===== src/rtl/aes_stream_pkg.sv =====
// ---------------------------------------------------------------------------
// aes_stream_pkg
//   Shared definitions for the AES accelerator's word/block streaming logic.
//   Provides the word and block widths, their typedefs, the collector FSM
//   state encoding and a helper that shifts one word into a block accumulator.
// ---------------------------------------------------------------------------
package aes_stream_pkg;

    localparam int WORD_W          = 32;
    localparam int BLOCK_W         = 128;
    localparam int WORDS_PER_BLOCK = BLOCK_W / WORD_W;

    // Count value held just before the word that completes a block arrives.
    localparam logic [2:0] LAST_WORD_COUNT = 3'(WORDS_PER_BLOCK - 1);
    // Count value held while a full block waits in the accumulator.
    localparam logic [2:0] FULL_COUNT      = 3'(WORDS_PER_BLOCK);

    typedef logic [WORD_W-1:0]  word_t;
    typedef logic [BLOCK_W-1:0] block_t;

    typedef enum logic {
        COLLECT = 1'b0,
        STALL   = 1'b1
    } collector_state_t;

    // msb_first=1: the oldest word migrates toward the top of the block.
    // msb_first=0: the oldest word migrates toward the bottom of the block.
    function automatic block_t shift_in(input block_t acc, input word_t word,
                                        input bit msb_first);
        block_t result;
        if (msb_first) begin
            result = {acc[BLOCK_W-WORD_W-1:0], word};
        end else begin
            result = {word, acc[BLOCK_W-1:WORD_W]};
        end
        return result;
    endfunction

endpackage


===== src/rtl/flexbyte_stp_collector.sv =====
// ---------------------------------------------------------------------------
// flexbyte_stp_collector
//   Serial-to-parallel collector: accepts 32-bit words over a valid/ready
//   input and assembles every four of them into a 128-bit block presented on
//   a valid/ready output. One complete block can wait in the accumulator
//   while the previously presented block is still unconsumed.
//
// Handshake rule (both sides): a transfer happens on a rising clk edge where
//   valid and ready are both 1. The source keeps data stable while valid=1
//   and ready=0; ready may depend on state but never on the partner's valid.
//
// Ports
//   clk        in   1    system clock, rising edge
//   n_rst      in   1    synchronous active-low reset
//   clear      in   1    synchronous flush of partial and pending blocks
//   in_valid   in   1    data_in carries a word
//   in_ready   out  1    collector accepts a word this cycle
//   data_in    in   32   input word
//   out_valid  out  1    data_out holds a complete block
//   out_ready  in   1    consumer takes data_out this cycle
//   data_out   out  128  assembled block
//   word_count out  3    words held in the accumulator (0..4)
//
// Parameter
//   MSB  1: first word received lands in data_out[127:96]
//        0: first word received lands in data_out[31:0]
// ---------------------------------------------------------------------------
module flexbyte_stp_collector
    import aes_stream_pkg::*;
#(
    parameter bit MSB = 1'b1
) (
    input  logic         clk,
    input  logic         n_rst,
    input  logic         clear,
    input  logic         in_valid,
    output logic         in_ready,
    input  logic [31:0]  data_in,
    output logic         out_valid,
    input  logic         out_ready,
    output logic [127:0] data_out,
    output logic [2:0]   word_count
);

    collector_state_t state;
    block_t           acc;
    block_t           shifted;
    logic             in_fire;
    logic             out_fire;
    logic             completes;
    logic             out_free;

    // Accepting only in COLLECT guarantees no word arrives while a full block
    // waits in the accumulator. Reset forces the input closed immediately.
    assign in_ready  = n_rst && (state == COLLECT);
    assign in_fire   = in_valid && in_ready;
    assign out_fire  = out_valid && out_ready;

    assign shifted   = shift_in(acc, data_in, MSB);
    assign completes = in_fire && (word_count == LAST_WORD_COUNT);
    // The output register can take a new block if it is empty or being
    // drained on this same edge; that is what allows one block per 4 cycles.
    assign out_free  = !out_valid || out_ready;

    always_ff @(posedge clk) begin
        if (!n_rst) begin
            state      <= COLLECT;
            acc        <= '0;
            data_out   <= '0;
            word_count <= '0;
            out_valid  <= 1'b0;
        end else if (clear) begin
            // Words presented during clear are dropped; acc and data_out are
            // left as they are since nothing valid refers to them afterwards.
            state      <= COLLECT;
            word_count <= '0;
            out_valid  <= 1'b0;
        end else begin
            case (state)
                COLLECT: begin
                    if (in_fire) begin
                        acc <= shifted;
                    end

                    if (completes) begin
                        if (out_free) begin
                            data_out   <= shifted;
                            out_valid  <= 1'b1;
                            word_count <= '0;
                        end else begin
                            // Output still occupied: park the block in acc.
                            word_count <= FULL_COUNT;
                            state      <= STALL;
                        end
                    end else begin
                        if (in_fire) begin
                            word_count <= word_count + 3'd1;
                        end
                        if (out_fire) begin
                            out_valid <= 1'b0;
                        end
                    end
                end

                STALL: begin
                    // out_valid is always 1 here; the parked block replaces
                    // the consumed one without a gap in out_valid.
                    if (out_fire) begin
                        data_out   <= acc;
                        word_count <= '0;
                        state      <= COLLECT;
                    end
                end

                default: begin
                    state <= COLLECT;
                end
            endcase
        end
    end

endmodule


===== config.mk =====
export PLATFORM = sky130hd
export DESIGN_NAME = flexbyte_stp_collector
export DESIGN_NICKNAME = d
export VERILOG_FILES = /design/src/rtl/aes_stream_pkg.sv /design/src/rtl/flexbyte_stp_collector.sv
export SDC_FILE = /design/constraint.sdc
export NUM_CORES = 1
export LEC_CHECK = 0
export BUFFER_PORTS_ARGS = -buffer_cell sky130_fd_sc_hd__buf_2
export CAP_MARGIN = 0
export CORE_ASPECT_RATIO = 0.9
export CORE_MARGIN = 4
export CORE_UTILIZATION = 40
export DETAILED_ROUTE_END_ITERATION = 10
export SLEW_MARGIN = 10
export SYNTH_ARGS = -nofsm -noshare
export SYNTH_HDL_FRONTEND = slang
export SYNTH_SLANG_ARGS = --single-unit
export TNS_END_PERCENT = 1

===== constraint.sdc =====
create_clock -name clk -period 3.6 [get_ports clk]
set_input_delay 0.54 -clock clk [delete_from_list [all_inputs] [get_ports clk]]
set_output_delay 0.54 -clock clk [all_outputs]
set_load 0.005 [all_outputs]

==> run_results.csv <==
group,metric,value,unit
worst_setup_path,crit_type,"reg2out",
timing,slew_headroom,32.05,%
worst_hold_path,hp-class,"in2reg",
synthesis,synthesis.nets,1323,
worst_setup_path,r2r_end,"data_out[53]$_SDFFE_PN0P_",
global_routing,track_usage,17.03,%
timing,rsz0062_at_grt,"false",
clock_tree,clk_path_buf_depth,3,
route,vias_per_cell,4.883,
clock_tree,ctsResizeCount,0,
timing,setup_viol_count_final,0,
route,drtIter0Drc,430,
clock_tree,cts_hold_buf,0,
placed_design,place.gp.congestion,0.7606,
worst_setup_path,cp_max_fo,100,
worst_setup_path,worstPathRequired,3060,ps
floorplanning,initial_core_util,40.83,%
final_layout,area_growth,17.26,%
timing,fin_tns_setup,0,ps
route,wl_per_cell,15.54,um
synthesis,synth_edf_count,0,
timing,finalHoldViolations,0,
timing,min_period,2685,ps
clock_tree,postCtsSetupBuffers,0,
timing,max_freq,0.3724,GHz
global_routing,antenna_found_initial,1,
synthesis,yosysSeqAreaShare,45.56,%
clock_tree,path_clk_slew,60,ps
global_routing,busiest_layer,"met1",
floorplanning,ios,170,
global_routing,overflow,0,
timing,whs,246.5,ps
final_layout,antenna_cells,0,
final_layout,register_area,5229,um2
route,dr.pass1.iters,5,
clock_tree,clk-insertion-delay-late,540,ps
clock_tree,cts.sinks,261,
global_routing,grt_pass1_vias,8384,
clock_tree,numCtsBuffers,29,
route,via_count,8673,
route,antenna_left,0,
floorplanning,die_area,31450,um2
synthesis,synth.ff_latch_count,261,
synthesis,netlist_area,11470,um2
worst_setup_path,cp_slowest_cell,"dfxtp_4",
run_status,status,"finished clean",
timing,fin_crit_sh,74.59,%
placed_design,port_buffers,169,
floorplanning,row_count,58,
worst_setup_path,start_kind,"register",
synthesis,synth_top_cells_by_count,"512 x nand2_1, 261 x dfxtp_1, 128 x mux2_2, 128 x mux2i_1, 104 x a21boi_0",
worst_setup_path,crit_family,"buffers and inverters",
worst_setup_path,cp_cell_sequence,"buf_12 > nor2b_1 > buf_2",
synthesis,synth_top_area_share,45.56,%
synthesis,yosysWarnings,0,
worst_hold_path,holdPathStages,2,
worst_setup_path,cp.buffers_inverters,2,
synthesis,yosys.cell_types.count,31,
worst_setup_path,rr_worst_depth,6,
synthesis,avgSynthCellArea,8.931,um2
clock_tree,cts_root_buf,"clkbuf_16",
power_and_ir_drop,power.leakage,6.010,nW
final_layout,n_fill_cell,2732,
worst_setup_path,worst_ep_arrival_time,2150,ps
floorplanning,chipHeight,168.6,um
job,drv_cap,0,
timing,slew_viol_final,0,
placed_design,dp_hpwl,17.49,mm
worst_setup_path,cp-end-kind,"output port",
worst_hold_path,hold_path_end,"state$_SDFF_PP0_",
floorplanning,core_area,28080,um2
global_routing,grt_util_met2,23.79,%
final_layout,drive_gt1_share,25.28,%
global_routing,grt_pass1_wl,45.35,mm
timing,fin_skew,16.05,ps
synthesis,yosys-top-cells-area,"dfxtp_1 46%, nand2_1 17%, mux2_2 13%",
clock_tree,cts_tree,"built",
global_routing,grt_max_degree,118,
synthesis,async_flop_share,0,%
global_routing,grt_use_met1,26.95,%
route,drc,0,
power_and_ir_drop,ir_drop,0.3418,mV
route,routed_wirelength,27.60,mm
floorplanning,die_w,186.5,um
clock_tree,htreeDepth,1,
worst_setup_path,r2r_slack,1220,ps
final_layout,nNetsFinal,1436,
synthesis,synth_flop_cell,"dfxtp_1",
final_layout,multi_input_area,5837,um2
synthesis,synth_top_cell_by_area,"dfxtp_1",
worst_setup_path,reg2reg_from,"word_count[0]$_SDFFE_PP0P_",
synthesis,yosysMostFrequentCell,"nand2_1",
power_and_ir_drop,power.density,446.3,nW/um2
worst_hold_path,hold_start,"out_ready",
synthesis,syn_inst,1284,
timing,tightestPinTransition,1019,ps
global_routing,grtUsageMet3,3.670,%
worst_setup_path,slowest_delay,680,ps
## metal layers
metal,routed length (um),vias up
met5,10,-
met4,438,2
met3,1492,33
met2,10700,186
met1,14960,3996
li1,-,4456
## flip-flops by register name (all words and copies together) (netlist names)
signal	flops
acc	128
out_valid	1
state	1
word_count	3
data_out	128
## cells in the final DEF, fill, tap and decap left out
| master | n |
|---|---|
| a211oi_1 | 1 |
| a21boi_0 | 104 |
| a21boi_1 | 24 |
| a21oi_1 | 3 |
| a221o_4 | 1 |
| a41oi_1 | 1 |
| buf_12 | 4 |
| buf_2 | 168 |
| buf_4 | 9 |
| buf_8 | 1 |
| bufinv_16 | 1 |
| clkbuf_1 | 8 |
| clkbuf_16 | 29 |
| clkbuf_8 | 8 |
| clkinv_2 | 3 |
| dfxtp_1 | 260 |
| dfxtp_4 | 1 |
| ha_1 | 2 |
| inv_1 | 2 |
| inv_6 | 1 |
| mux2_2 | 128 |
| mux2i_1 | 128 |
| nand2_1 | 512 |
| nand2b_1 | 1 |
| nand3_1 | 4 |
| nand3b_1 | 1 |
| nand4b_1 | 1 |
| nand4bb_4 | 1 |
| nor2_1 | 1 |
| nor2b_1 | 1 |
| nor4bb_4 | 1 |
| o21ai_0 | 1 |
| or3_1 | 1 |
| or3b_2 | 1 |
| or4_1 | 1 |
| or4b_2 | 1 |
| or4bb_1 | 1 |
## through the flow
stage                     std cells  util [%]  cell area (um2)  total power, mW  worst slack, ps
final                          1776     47.88            13450            6.002            914.9
after global routing           1776     47.88            13450            6.241            794.1
after CTS                      1776     47.88            13450            6.087            844.6
after detailed placement       1726     44.60            12530            3.206             1096
after global placement         1726     44.60            12530            3.205             1130
after floorplan                1284         -            11470            3.135             1652
## worst register-to-register path: stages, from the launching register on
cell and delay [ps]:
dfxtp_1 330, ha_1 210, ha_1 230, nand4b_1 180
a221o_4 680, buf_12 410, mux2i_1 280
## worst max-delay path by stage
stage | end | cells after the start | start
after floorplan | in_ready | 4 | n_rst
after global placement | data_out[52]$_SDFFE_PN0P_ | 5 | n_rst
after detailed placement | data_out[20]$_SDFFE_PN0P_ | 5 | n_rst
after CTS | in_ready | 3 | state$_SDFF_PP0_
after global routing | in_ready | 3 | state$_SDFF_PP0_
final | in_ready | 3 | state$_SDFF_PP0_
## cells by family (layout without fill, tap and decap cells)
| kind of cell | after synthesis | after routing | share of synthesized area (%) |
|---|---|---|---|
| and+or+nand+nor | 528 | 528 | 17.79 |
| DFF | 261 | 261 | 45.56 |
| muxes | 256 | 256 | 23.74 |
| AOI/OAI and AO/OA | 135 | 135 | 8.783 |
| buffers and inverters | 102 | 234 | 3.906 |
| adders and majority gates | 2 | 2 | 0.2182 |
## layout make-up
class	instances	share of cell area (%)
multi-input cells	921	43.41
flip-flops and latches	261	38.89
repair buffers	182	7.463
clock buffers	45	6.439
well taps	360	3.350
clock inverters	5	0.4001
inverters	2	0.05583
## report_power, final
part           leakage, nW  internal [mW]  total (mW)  switching [mW]
registers             2.10           2.90        2.92          0.0166
logic                 3.45         0.0849       0.223           0.138
clock network        0.455           1.71        2.86            1.15
(Power assumes the default switching activity.)
